File: config.mk
export PLATFORM = sky130hd
export DESIGN_NAME = colour_msg_tx_flat
export DESIGN_NICKNAME = d
export VERILOG_FILES = /design/src/rtl/colour_pkg.sv /design/src/rtl/colour_msg_tx_if.sv /design/src/rtl/uart_tx_byte.sv /design/src/rtl/colour_msg_tx.sv /design/src/flat_wrapper.sv
export SDC_FILE = /design/constraint.sdc
export NUM_CORES = 1
export LEC_CHECK = 0
export ABC_AREA = 1
export BUFFER_PORTS_ARGS = -buffer_cell sky130_fd_sc_hd__buf_4
export CAP_MARGIN = 10
export CORE_MARGIN = 3
export CORE_UTILIZATION = 45
export CTS_CLUSTER_SIZE = 20
export DETAILED_ROUTE_END_ITERATION = 7
export HOLD_SLACK_MARGIN = 0.05
export PLACE_DENSITY = 0.7
export SYNTH_ARGS = -nofsm -noshare
export SYNTH_HDL_FRONTEND = slang
export SYNTH_SLANG_ARGS = --single-unit
File: constraint.sdc
create_clock -name clk -period 3.4 [get_ports clk]
set_clock_uncertainty 0.15 [all_clocks]
set_input_delay 0.34 -clock clk [delete_from_list [all_inputs] [get_ports clk]]
set_output_delay 0.34 -clock clk [all_outputs]
set_load 0.01 [all_outputs]
File: src/rtl/colour_pkg.sv
// colour_pkg: definitions shared by the colour sensor and the colour message transmitter.
//   - sensor colour codes (COL_*)
//   - ASCII characters used in the 4-byte telemetry message (ASCII_*)
//   - transmitter FSM state encoding (state_e)
//   - helpers mapping a colour code / node number to its message character
package colour_pkg;

    localparam logic [2:0] COL_WHITE = 3'b000;
    localparam logic [2:0] COL_RED   = 3'b001;
    localparam logic [2:0] COL_GREEN = 3'b010;
    localparam logic [2:0] COL_BLUE  = 3'b011;

    localparam logic [7:0] ASCII_C    = 8'h43;
    localparam logic [7:0] ASCII_W    = 8'h57;
    localparam logic [7:0] ASCII_R    = 8'h52;
    localparam logic [7:0] ASCII_G    = 8'h47;
    localparam logic [7:0] ASCII_B    = 8'h42;
    localparam logic [7:0] ASCII_X    = 8'h58;
    localparam logic [7:0] ASCII_E    = 8'h45;
    localparam logic [7:0] ASCII_HASH = 8'h23;
    localparam logic [7:0] ASCII_ZERO = 8'h30;
    localparam logic [7:0] ASCII_A    = 8'h41;

    typedef enum logic [2:0] {
        StIdle,
        StReq,
        StWaitValid,
        StLoad,
        StSend,
        StFinish
    } state_e;

    // Codes with bit 2 set are not valid colours and report as 'X'.
    function automatic logic [7:0] colour_char(input logic [2:0] code);
        logic [7:0] ch;
        case (code)
            COL_WHITE: ch = ASCII_W;
            COL_RED:   ch = ASCII_R;
            COL_GREEN: ch = ASCII_G;
            COL_BLUE:  ch = ASCII_B;
            default:   ch = ASCII_X;
        endcase
        return ch;
    endfunction

    // Single hex-style digit: 0-9 then A-F.
    function automatic logic [7:0] node_char(input logic [3:0] id);
        if (id < 4'd10) begin
            return ASCII_ZERO + {4'b0000, id};
        end
        return ASCII_A + {4'b0000, id - 4'd10};
    endfunction

endpackage

File: src/rtl/colour_msg_tx_if.sv
// colour_msg_tx_if: bundle between the colour message transmitter, the colour sensor and the
// path/message controller.
//   trigger  : request to measure and report (controller -> tx)
//   node_id  : node number to report (controller -> tx)
//   color    : sensor colour code (sensor -> tx)
//   valid    : sensor result-ready level (sensor -> tx)
//   measure  : restart request to the sensor (tx -> sensor)
//   tx       : UART serial line, idle high (tx -> XBee)
//   busy     : message in progress (tx -> controller)
//   msg_done : one-cycle completion pulse (tx -> controller)
// Modports: master = environment side, slave = transmitter side.
interface colour_msg_tx_if;
    logic       trigger;
    logic [3:0] node_id;
    logic [2:0] color;
    logic       valid;
    logic       measure;
    logic       tx;
    logic       busy;
    logic       msg_done;

    modport master (
        output trigger, node_id, color, valid,
        input  measure, tx, busy, msg_done
    );

    modport slave (
        input  trigger, node_id, color, valid,
        output measure, tx, busy, msg_done
    );
endinterface

File: src/rtl/uart_tx_byte.sv
// uart_tx_byte: 8N1 UART transmitter for one byte.
//   clk, rst : clock, asynchronous active-high reset
//   start    : load data and begin a frame (accepted when idle or while done is high)
//   data     : byte to send, LSB first
//   tx       : serial output, idle high
//   done     : one-cycle pulse during the final cycle of the stop bit
// Parameter BIT_DIV: clock cycles per bit (>= 2).
module uart_tx_byte #(
    parameter int unsigned BIT_DIV = 434
) (
    input  logic       clk,
    input  logic       rst,
    input  logic       start,
    input  logic [7:0] data,
    output logic       tx,
    output logic       done
);

    localparam int unsigned CW = (BIT_DIV > 1) ? $clog2(BIT_DIV) : 1;
    localparam logic [CW-1:0] DivLast = CW'(BIT_DIV - 1);

    logic          active_q;
    logic [CW-1:0] div_q;
    logic [3:0]    bit_q;
    logic [9:0]    frame_q;
    logic          tx_q;

    // done coincides with the last stop-bit cycle so a chained start bit follows with no gap.
    assign done = active_q && (bit_q == 4'd9) && (div_q == DivLast);
    assign tx   = tx_q;

    always_ff @(posedge clk or posedge rst) begin
        if (rst) begin
            active_q <= 1'b0;
            div_q    <= '0;
            bit_q    <= 4'd0;
            frame_q  <= 10'd0;
            tx_q     <= 1'b1;
        end else if (start && (!active_q || done)) begin
            frame_q  <= {1'b1, data, 1'b0};
            tx_q     <= 1'b0;
            bit_q    <= 4'd0;
            div_q    <= '0;
            active_q <= 1'b1;
        end else if (active_q) begin
            if (div_q == DivLast) begin
                div_q <= '0;
                if (bit_q == 4'd9) begin
                    active_q <= 1'b0;
                    tx_q     <= 1'b1;
                end else begin
                    bit_q   <= bit_q + 4'd1;
                    frame_q <= {1'b1, frame_q[9:1]};
                    tx_q    <= frame_q[1];
                end
            end else begin
                div_q <= div_q + 1'b1;
            end
        end
    end

endmodule

File: src/rtl/colour_msg_tx.sv
// colour_msg_tx: on trigger, requests a colour measurement, latches the result and sends the
// 4-byte ASCII message "C", colour letter, node digit, "#" over an 8N1 UART.
//   clk : system clock
//   rst : asynchronous active-high reset
//   bus : colour_msg_tx_if.slave (trigger/node_id/color/valid in; measure/tx/busy/msg_done out)
// Parameters: BIT_DIV cycles per UART bit; TIMEOUT_CYCLES sensor wait limit.
// Optional macro COLOUR_TIMEOUT_EN: abandon the sensor wait after TIMEOUT_CYCLES and report
// 'E' as the colour letter. Without it the block waits for valid indefinitely.
module colour_msg_tx
    import colour_pkg::*;
#(
    parameter int unsigned BIT_DIV        = 434,
    parameter int unsigned TIMEOUT_CYCLES = 2000000
) (
    input logic            clk,
    input logic            rst,
    colour_msg_tx_if.slave bus
);

    state_e     state_q;
    logic [3:0] node_q;
    logic [2:0] color_q;
    logic [7:0] msg_q [4];
    logic [1:0] byte_q;
    logic       start_q;
    logic       measure_q;
    logic       busy_q;
    logic       done_q;
    logic       timed_out;

    logic       uart_start;
    logic       uart_done;
    logic [7:0] uart_data;

`ifdef COLOUR_TIMEOUT_EN
    localparam int unsigned TW = (TIMEOUT_CYCLES > 1) ? $clog2(TIMEOUT_CYCLES) : 1;
    localparam logic [TW-1:0] TmoLast = TW'(TIMEOUT_CYCLES - 1);

    logic [TW-1:0] tmo_q;
    logic          tmo_hit;
    assign tmo_hit = (tmo_q == TmoLast);
`else
    logic unused_timeout;
    assign timed_out      = 1'b0;
    assign unused_timeout = (TIMEOUT_CYCLES == 0);
`endif

    // First byte is kicked off from the registered start; later bytes chain on the done pulse.
    assign uart_start = start_q || ((state_q == StSend) && uart_done && (byte_q != 2'd3));
    assign uart_data  = msg_q[start_q ? 2'd0 : byte_q + 2'd1];

    assign bus.measure  = measure_q;
    assign bus.busy     = busy_q;
    assign bus.msg_done = done_q;

    uart_tx_byte #(
        .BIT_DIV(BIT_DIV)
    ) u_uart (
        .clk  (clk),
        .rst  (rst),
        .start(uart_start),
        .data (uart_data),
        .tx   (bus.tx),
        .done (uart_done)
    );

    always_ff @(posedge clk or posedge rst) begin
        if (rst) begin
            state_q   <= StIdle;
            node_q    <= 4'd0;
            color_q   <= 3'd0;
            for (int i = 0; i < 4; i++) begin
                msg_q[i] <= 8'h00;
            end
            byte_q    <= 2'd0;
            start_q   <= 1'b0;
            measure_q <= 1'b0;
            busy_q    <= 1'b0;
            done_q    <= 1'b0;
`ifdef COLOUR_TIMEOUT_EN
            tmo_q     <= '0;
            timed_out <= 1'b0;
`endif
        end else begin
            start_q <= 1'b0;
`ifdef COLOUR_TIMEOUT_EN
            if ((state_q == StReq) || (state_q == StWaitValid)) begin
                tmo_q <= tmo_q + 1'b1;
            end
`endif
            case (state_q)
                StIdle: begin
                    if (bus.trigger) begin
                        node_q    <= bus.node_id;
                        busy_q    <= 1'b1;
                        measure_q <= 1'b1;
                        state_q   <= StReq;
`ifdef COLOUR_TIMEOUT_EN
                        tmo_q     <= '0;
                        timed_out <= 1'b0;
`endif
                    end
                end
                StReq: begin
                    // measure stays up until the sensor acknowledges by dropping valid.
                    if (!bus.valid) begin
                        measure_q <= 1'b0;
                        state_q   <= StWaitValid;
                    end
`ifdef COLOUR_TIMEOUT_EN
                    if (tmo_hit) begin
                        measure_q <= 1'b0;
                        timed_out <= 1'b1;
                        state_q   <= StLoad;
                    end
`endif
                end
                StWaitValid: begin
                    if (bus.valid) begin
                        color_q <= bus.color;
                        state_q <= StLoad;
                    end
`ifdef COLOUR_TIMEOUT_EN
                    else if (tmo_hit) begin
                        timed_out <= 1'b1;
                        state_q   <= StLoad;
                    end
`endif
                end
                StLoad: begin
                    msg_q[0] <= ASCII_C;
                    msg_q[1] <= timed_out ? ASCII_E : colour_char(color_q);
                    msg_q[2] <= node_char(node_q);
                    msg_q[3] <= ASCII_HASH;
                    byte_q   <= 2'd0;
                    start_q  <= 1'b1;
                    state_q  <= StSend;
                end
                StSend: begin
                    if (uart_done) begin
                        if (byte_q == 2'd3) begin
                            done_q  <= 1'b1;
                            busy_q  <= 1'b0;
                            state_q <= StFinish;
                        end else begin
                            byte_q <= byte_q + 2'd1;
                        end
                    end
                end
                StFinish: begin
                    done_q  <= 1'b0;
                    state_q <= StIdle;
                end
                default: state_q <= StIdle;
            endcase
        end
    end

endmodule

File: src/flat_wrapper.sv
// flat-port wrapper written by rule: the top's interface ports become plain ports
module colour_msg_tx_flat import colour_pkg::*;
#(
    parameter int unsigned BIT_DIV        = 434,
    parameter int unsigned TIMEOUT_CYCLES = 2000000
)
  (clk, rst, bus_trigger, bus_node_id, bus_color, bus_valid, bus_measure, bus_tx, bus_busy, bus_msg_done);
  colour_msg_tx_if bus_i ();
  input logic clk;
  input logic rst;
  input wire logic [$bits(bus_i.trigger)-1:0] bus_trigger;
  input wire logic [$bits(bus_i.node_id)-1:0] bus_node_id;
  input wire logic [$bits(bus_i.color)-1:0] bus_color;
  input wire logic [$bits(bus_i.valid)-1:0] bus_valid;
  output wire logic [$bits(bus_i.measure)-1:0] bus_measure;
  output wire logic [$bits(bus_i.tx)-1:0] bus_tx;
  output wire logic [$bits(bus_i.busy)-1:0] bus_busy;
  output wire logic [$bits(bus_i.msg_done)-1:0] bus_msg_done;
  assign bus_i.trigger = bus_trigger;
  assign bus_i.node_id = bus_node_id;
  assign bus_i.color = bus_color;
  assign bus_i.valid = bus_valid;
  assign bus_measure = bus_i.measure;
  assign bus_tx = bus_i.tx;
  assign bus_busy = bus_i.busy;
  assign bus_msg_done = bus_i.msg_done;
  colour_msg_tx #(.BIT_DIV(BIT_DIV), .TIMEOUT_CYCLES(TIMEOUT_CYCLES)) u_core (.clk(clk), .rst(rst), .bus(bus_i));
endmodule
==> results.yml, run 1 <==
outcome:
  outcome: "finished clean"
sta:
  rsz0062_at_grt: "no"
  min_period_ns: 1.935
  hold_violations: 0
  finalSetupViolations: 0
  hold_slack_ns: 0.07998
  final-max-slew-violation-count: 0
  min_period_over_period: 0.5690
  fin_ws_ns: 1.465
  max_freq_mhz: 516.9
  relSlewSlack: 0.3000
  worst_pin_slew_ns: 1.048
  tns_ns: 0
clock_network:
  cts_sinks: 52
  ctsRootBufferMaster: "clkbuf_8"
  htreeDepth: 2
  path_clk_slew_ns: 0.09
  postCtsSetupRepairBufs: 0
  clock_latency_ns: 0.31
  clockBufferDepth: 2
  numCtsBuffers: 5
  cts-resized-gates: 0
  ctsHoldBuffers: 0
  cts_tree: "built"
synthesis:
  synth_area_um2: 2696
  synth.avg_cell_area_um2: 8.221
  async_flop_share: 1.000
  yosys_warnings: 0
  seq_area_frac_synth: 0.4831
  synth_nets: 346
  ys_seq_elements: 52
  netlist_top_cells_area: "dfrtp_1 47%, nand2_1 13%, inv_1 5.4%, nand3_1 3.9%, o21ai_0 3.7%"
  synth_edf_count: 0
  ys.flop_type: "dfrtp_1"
  netlist.area_leader.share: 0.4733
  yosys.area.top_type: "dfrtp_1"
  yosysUniqueCellTypes: 40
  syn_inst: 328
placed_design:
  hpwl_mm: 3.534
  portBuffers: 14
  dp_slack_ns: 1.489
  gp_congestion: 0.7864
critical_path:
  r2r_start: "u_core.u_uart.div_q[0]"
  rr_endpoint: "u_core.u_uart.frame_q[9]"
  required_ns: 3.44
  slowest_delay_ns: 0.44
  critPathMaxFanout: 18
  slowest_stage: "dfrtp_1"
  crit_arrival_ns: 1.98
  r2r_slack_ns: 1.47
  cp-end-kind: "register"
  path_delay_family: "simple AND/OR/NAND/NOR gates"
  path_class: "register to register"
  crit_chain: "ha_1, inv_1, nor2_1, nand2_2, nor2_8, nor2_2, inv_2, nand2_4, inv_2, or2_1"
  timing.critical_path.buf_inv: 3
  startpoint_type: "register"
  cpMostUsedCell: "inv_2"
  worst_r2r_path_depth: 10
finish:
  final_cell_mix: "92 x nand2_1, 51 x dfrtp_1, 38 x inv_1"
  post-route-util: 0.5254
  antenna_cells: 0
  syn_to_final_growth_pct: 9.930
  layout_commonest_cell: "nand2_1"
  drive_gt1_frac: 0.1412
  layout.nets: 364
min_path:
  min_to: "u_core.node_q[0]"
  min_from: "bus_node_id[0]"
  hold_depth: 3
  hold_class: "primary input to register"
route:
  via_per_inst: 5.014
  drt_wl_total_mm: 4.820
  drc_errors: 0
  ant_nets: 0
  drt_first_pass_iters: 4
  routedWlPerCell_um: 11.50
  drtIter0Drc: 148
  vias: 2101
global_routing:
  grt_pass1_vias: 1904
  track_usage: 0.1462
  grt_first_pass_wirelength_mm: 8.397
  grt_antenna_before_repair: 0
  grt_max_degree: 53
  grt-ovfl-total: 0
floorplanning:
  die_y_um: 83.41
  core_um2: 5642
  start_util: 0.4779
  rows: 27
  dieArea_um2: 6956
  fp.dieW_um: 83.41
  io_pins: 15
power:
  p_per_area_nw_per_um2: 778.3
  ir_worst_vdd_v: 0.0003950
  p_leak_nw: 1.544
flow_run:
  max-cap-violations: 0
==> worst min-delay path, delay by kind of cell <==
kind	cells	cell delay, ns
buffers and inverters	1	0.07
AND/OR/NAND/NOR	2	0.09
==> metrics by stage <==
stage               power [mW]  instances  area, um^2
finish                   2.307        419        2964
global route             2.523        419        2964
CTS                      2.332        419        2964
detailed placement       1.954        411        2868
global placement         1.925        411        2868
floorplan                1.751        328        2696
==> worst max path at each step <==
stage / from / to / slack, ns / depth (start not counted)
final: u_core.u_uart.div_q[0] / u_core.u_uart.frame_q[9] / 1.47 / 10
after global routing: u_core.u_uart.div_q[1] / u_core.u_uart.div_q[6] / 1.31 / 11
after CTS: u_core.u_uart.div_q[0] / u_core.u_uart.frame_q[9] / 1.48 / 10
after detailed placement: u_core.u_uart.div_q[0] / u_core.u_uart.frame_q[9] / 1.49 / 10
after global placement: u_core.u_uart.div_q[0] / u_core.u_uart.frame_q[9] / 1.54 / 10
after floorplan: u_core.u_uart.div_q[1] / u_core.u_uart.frame_q[1] / 1.63 / 14
==> power breakdown <==
part	switching, mW	leakage (nW)	internal (mW)	total [mW]
registers	0.174	0.639	0.848	1.02
logic	0.556	0.853	0.354	0.910
clock network	0.209	0.0516	0.167	0.376
==> routing by layer <==
| layer | vias up | part of all wire | wire [um] | GRT usage |
|---|---|---|---|---|
| met1 | 972 | 0.50 | 2424 | 0.1972 |
| met4 | 0 | 0.012 | 59 | 0.05349 |
| met2 | 31 | 0.46 | 2199 | 0.2369 |
| met5 | - | 0 | 0 | 0 |
| li1 | 1094 | - | - | - |
| met3 | 4 | 0.028 | 136 | 0.02381 |
==> registers in the layout, summed over array words and instances (netlist names) <==
signal	flops
u_core.bus.measure	1
u_core.node_q	4
u_core.u_uart.tx	1
u_core.bus.msg_done	1
u_core.msg_q	12
u_core.start_q	1
u_core.bus.busy	1
u_core.u_uart.active_q	1
u_core.u_uart.div_q	9
u_core.byte_q	2
u_core.u_uart.bit_q	4
u_core.state_q	3
u_core.color_q	3
u_core.u_uart.frame_q	9
==> cell usage after synthesis (all sizes together) (2+ instances only) <==
master  instances
o31ai           3
nor2           28
or2             2
o21a            2
o21ai          26
o21bai          2
xor2            2
nand2          98
a31oi           2
nor3            5
nand4           5
buf             4
a22oi           2
mux2            2
o22ai           2
inv            45
dfrtp          51
a21oi           9
ha              7
nand3          23
==> cell families after synthesis <==
kind of cell    count (synthesis)  synth area share
compound gates                 51            0.1086
xor+xnor                        3          0.009747
fa+ha+maj                       7           0.03248
buf+inv                        50           0.07563
flops                          52            0.4831
mux                             2          0.008352
simple gates                  163            0.2821
==> area by class of cell <==
cell class                 count  area (um^2)
clock buffer                   6        82.58
tap                           72        90.09
multi-input combinational    226         1190
clock inverter                 2        13.76
timing repair buffer          15        112.6
sequential                    52         1303
inverter                      46        172.7
fill                         524         2678
No activity file was read; power rests on OpenSTA's default activity.
==> inputs of run 2 (changes only) <==
- clock period: 3.4 -> 1.85 ns (I/O delays scaled with it)
==> results.yml, run 2 (synthesized netlist as in run 1, its figures left out) <==
outcome:
  outcome: "finished clean"
critical_path:
  startpoint_type: "register"
  worst_r2r_path_depth: 12
  crit_chain: "inv_2, ha_1, inv_2, nor2_2, nand2_2, nor2_8, nand3_4, nand2_8, nand2_8, buf_4, nand2_1, o21ai_1"
  cp-end-kind: "register"
  startpoint: "u_core.u_uart.div_q[1]"
  rr_endpoint: "u_core.u_uart.frame_q[8]"
  slowest_delay_ns: 0.39
  r2r_start: "u_core.u_uart.div_q[1]"
  slowest_stage: "dfrtp_1"
  crit_arrival_ns: 1.85
  required_ns: 1.90
  path_class: "register to register"
  critPathMaxFanout: 9
  crit_path_end: "u_core.u_uart.frame_q[8]"
  r2r_slack_ns: 0.05
global_routing:
  grt_antenna_before_repair: 0
  grt_pass1_vias: 2158
  grt-ovfl-total: 0
  grt_first_pass_wirelength_mm: 9.570
  track_usage: 0.1675
  grt_max_degree: 40
placed_design:
  dp_cells: 424
  placed_area_um2: 2978
  portBuffers: 14
  hpwl_mm: 3.835
  gp_congestion: 0.8448
finish:
  final_cells: 445
  final_cell_mix: "90 x nand2_1, 51 x dfrtp_1, 36 x inv_1"
  top_register: "u_core.msg_q"
  layout.nets: 390
  fill_cells: 507
  largest_reg_flops: 12
  drive_gt1_frac: 0.1957
  layout_commonest_cell: "nand2_1"
  syn_to_final_growth_pct: 21.30
  finish.instance_area_um2: 3271
  reg_top3: "u_core.msg_q: 12 flops, u_core.u_uart.div_q: 9 flops, u_core.u_uart.frame_q: 9 flops"
  antenna_cells: 0
floorplanning:
  die_y_um: 83.41
  dieArea_um2: 6956
  fp.dieW_um: 83.41
  rows: 27
  start_util: 0.4779
  io_pins: 15
  core_um2: 5642
route:
  ant_nets: 0
  drtIter0Drc: 114
  drt_first_pass_iters: 4
  drt_wl_total_mm: 5.352
  routedWlPerCell_um: 12.03
  vias: 2239
  drc_errors: 0
  via_per_inst: 5.031
power:
  p_per_area_nw_per_um2: 1425
  ir_worst_vdd_v: 0.0007328
  power_mw: 4.660
  p_leak_nw: 1.673
sta:
  tns_ns: 0
  final-max-slew-violation-count: 0
  finalSetupViolations: 0
  worst_pin_slew_ns: 0.4508
  max_freq_mhz: 556.4
  min_period_over_period: 0.9715
  relSlewSlack: 0.6995
  rsz0062_at_grt: "yes"
  min_period_ns: 1.797
  hold_violations: 0
clock_network:
  clock_latency_ns: 0.31
  cts_sinks: 52
  clockBufferDepth: 2
  htreeDepth: 2
  ctsRootBufferMaster: "clkbuf_8"
  path_clk_slew_ns: 0.09
  cts_tree: "built"
  numCtsBuffers: 5
flow_run:
  max-cap-violations: 0
min_path:
  hold_class: "primary input to register"
run 2: layer usage:
| metal | global-route usage | wire length, um | vias to the layer above |
|---|---|---|---|
| met2 | 0.2726 | 2504 | 29 |
| met1 | 0.2202 | 2606 | 1047 |
| met3 | 0.04563 | 156 | 9 |
| li1 | - | - | 1154 |
| met5 | 0 | 0 | - |
| met4 | 0.04458 | 85 | 0 |
run 2: worst max-delay path, delay by kind of cell, from the launching register on:
kind,cells,cell delay (ns)
AOI/OAI and AO/OA,1,0.06
and+or+nand+nor,7,0.73
DFF,1,0.39
adders and majority gates,1,0.14
buffers and inverters,3,0.23
run 2: through the flow:
stage / hold WS [ns] / setup WS, ns / utilization
detailed placement: 0.02514 / 0.02956 / 0.5278
finish: 0.1537 / 0.05282 / 0.5797
floorplan: 0.1516 / 0.08313 / -
CTS: 0.1468 / 0.02098 / 0.5635
global placement: 0.01508 / 0.03562 / 0.5278
global route: 0.1919 / -0.07847 / 0.5797
run 2: what timing repair did:
item,in CTS,in global routing
endpoints found under the setup margin,0,20
buffers inserted,0,2
endpoints found under the hold margin,61,0
resized for setup,0,16
hold buffers,9,0
run 2: power by group:
group	total, mW	leakage [nW]	internal, mW	switching, mW
Combinational	2.02	0.978	0.828	1.20
Sequential	1.84	0.639	1.56	0.278
Clock	0.799	0.0558	0.409	0.389
Total	4.66	1.67	2.80	1.86
run 2: how the worst min path moves through the flow:
stage | start | end | slack (ns) | cells past startpoint
final | bus_trigger | u_core.state_q[1] | 0.15 | 5
after global routing | bus_trigger | u_core.state_q[0] | 0.19 | 5
after CTS | bus_trigger | u_core.state_q[1] | 0.15 | 5
after detailed placement | rst | u_core.u_uart.div_q[3] | 0.03 | 2
after global placement | rst | u_core.u_uart.div_q[3] | 0.02 | 2
after floorplan | bus_node_id[0] | u_core.node_q[0] | 0.15 | 2
run 2: cell type report:
type / count / area [um^2] / share of cell area
inverter: 46 / 175.2 / 0.05356
clock inverter: 2 / 38.79 / 0.01186
multi-input combinational: 228 / 1260 / 0.3852
clock buffer: 6 / 72.57 / 0.02219
sequential: 52 / 1303 / 0.3982
tap: 72 / 90.09 / 0.02754
timing repair buffer: 39 / 331.6 / 0.1014
==> inputs of run 3 (changes only) <==
- BUFFER_PORTS_ARGS: -buffer_cell sky130_fd_sc_hd__buf_4 -> unset
- CAP_MARGIN: 10 -> 20
- DONT_BUFFER_PORTS: unset -> 1
- PLACE_DENSITY: 0.7 -> 0.68
==> results.yml, run 3 (synthesized netlist as in run 1, its figures left out) <==
route:
  drtIter0Drc: 133
  ant_nets: 0
  via_per_inst: 5.046
  drc_errors: 0
  vias: 2180
  drt_first_pass_iters: 4
  routedWlPerCell_um: 12.26
  drt_wl_total_mm: 5.297
floorplanning:
  start_util: 0.4779
  die_y_um: 83.41
  dieArea_um2: 6956
  rows: 27
  fp.dieW_um: 83.41
  core_um2: 5642
  io_pins: 15
power:
  p_leak_nw: 1.611
  power_mw: 4.658
  intPower_mw: 2.800
  p_per_area_nw_per_um2: 1454
  swShare: 0.3989
  p_clk_frac: 0.163
  p_switching_mw: 1.858
  p_comb_frac: 0.440
  p_seq_frac: 0.398
  ir_worst_vdd_v: 0.0007850
global_routing:
  gr-usage-met1: 0.2069
  grt-ovfl-total: 0
  grt_first_pass_wirelength_mm: 9.177
  grt_antenna_before_repair: 0
  gr-usage-met2: 0.2660
  track_usage: 0.1570
  top_usage_layer: "met2"
  grt_pass1_vias: 2063
  gr-usage-met3: 0.02877
  grt_max_degree: 28
finish:
  drive_gt1_frac: 0.1889
  largest_reg_flops: 12
  layout.nets: 377
  antenna_cells: 0
  post-route-util: 0.5680
  reg_top3: "u_core.msg_q: 12 flops, u_core.u_uart.div_q: 9 flops, u_core.u_uart.frame_q: 9 flops"
  syn_to_final_growth_pct: 18.84
  finish.instance_area_um2: 3204
  top_register: "u_core.msg_q"
  layout_commonest_cell: "nand2_1"
  fill_cells: 504
  final_cell_mix: "88 x nand2_1, 51 x dfrtp_1, 35 x inv_1"
sta:
  relSlewSlack: 0.6194
  worst_pin_slew_ns: 0.5700
  finalSetupViolations: 0
  fin_ws_ns: 0.05584
  hold_slack_ns: 0.07101
  hold_violations: 0
  max_freq_mhz: 557.4
  final-max-slew-violation-count: 0
  min_period_over_period: 0.9698
  min_period_ns: 1.794
  rsz0062_at_grt: "yes"
critical_path:
  slowest_stage: "dfrtp_1"
  crit_chain: "inv_2, ha_4, inv_2, nor2_2, nand2_2, nor2_8, nand3_4, nand3_4, nand2_4, buf_4, nand2_1, nand2_1"
  cp-end-kind: "register"
  critPathMaxFanout: 9
  slowest_delay_ns: 0.39
  startpoint_type: "register"
  worst_r2r_path_depth: 12
  required_ns: 1.90
  path_class: "register to register"
  crit_arrival_ns: 1.84
clock_network:
  cts_sinks: 52
  cts_tree: "built"
  path_clk_slew_ns: 0.09
  ctsRootBufferMaster: "clkbuf_8"
  htreeDepth: 2
  clock_latency_ns: 0.30
  numCtsBuffers: 5
  clockBufferDepth: 2
outcome:
  outcome: "finished clean"
placed_design:
  dp_slack_ns: 0.05473
  gp_congestion: 0.8599
  portBuffers: 0
  placed_area_um2: 2865
  hpwl_mm: 3.764
flow_run:
  max-cap-violations: 0
min_path:
  hold_class: "primary input to register"
  hold_depth: 4
[run 3: power by group through the flow]
stage / Clock, mW / Combinational, mW / Sequential, mW
finish: 0.757 / 2.05 / 1.85
global route: 0.821 / 2.36 / 1.91
CTS: 0.777 / 1.89 / 1.83
detailed placement: 0 / 1.86 / 1.85
global placement: 0 / 1.81 / 1.84
floorplan: 0 / 1.41 / 1.80
[run 3: area by class of cell]
| cell class | count | area [um^2] | area share |
|---|---|---|---|
| sequential | 52 | 1303 | 0.4065 |
| multi-input combinational | 227 | 1290 | 0.4026 |
| timing repair buffer | 27 | 241.5 | 0.07536 |
| inverter | 46 | 172.7 | 0.05389 |
| tap | 72 | 90.09 | 0.02811 |
| clock buffer | 6 | 72.57 | 0.02265 |
| clock inverter | 2 | 35.03 | 0.01093 |
[run 3: path summary, 6_finish.rpt]
check,from,endpoint,slack (ns)
setup / recovery,u_core.u_uart.div_q[1],u_core.u_uart.frame_q[2],0.06
hold / removal,bus_trigger,u_core.state_q[0],0.07
setup reg to reg,u_core.u_uart.div_q[1],u_core.u_uart.frame_q[2],0.06
hold reg to reg,u_core.color_q[1],u_core.msg_q[20],0.30
max in group asynchronous,rst,u_core.u_uart.frame_q[2],0.77
min in group asynchronous,rst,u_core.node_q[3],0.25
[run 3: worst max-delay path: cells and delay by family (launching register included)]
family,cells,cell delay [ns]
adders and majority gates,1,0.12
buffers and inverters,3,0.27
DFF,1,0.39
and+or+nand+nor,8,0.74
[run 3: per-layer routing]
layer	vias to the layer above	share of wire	wire, um
li1	1124	-	-
met1	1025	0.48	2531
met2	27	0.49	2582
met3	4	0.028	149
met4	0	0.0064	34
met5	-	0	0
[run 3: what timing repair did]
item,CTS,global route
setup buffers,0,5
hold buffers,9,0
endpoints found under the setup margin,0,18
hold endpoints to repair,33,0
gates resized for setup,0,23
[run 3: per-stage QoR]
step,std cells,TNS (ns)
2_1_floorplan,328,0
3_3_place_gp,409,0
3_5_place_dp,409,0
4_1_cts,426,0
5_1_grt,432,-0.6074
6_report,432,0
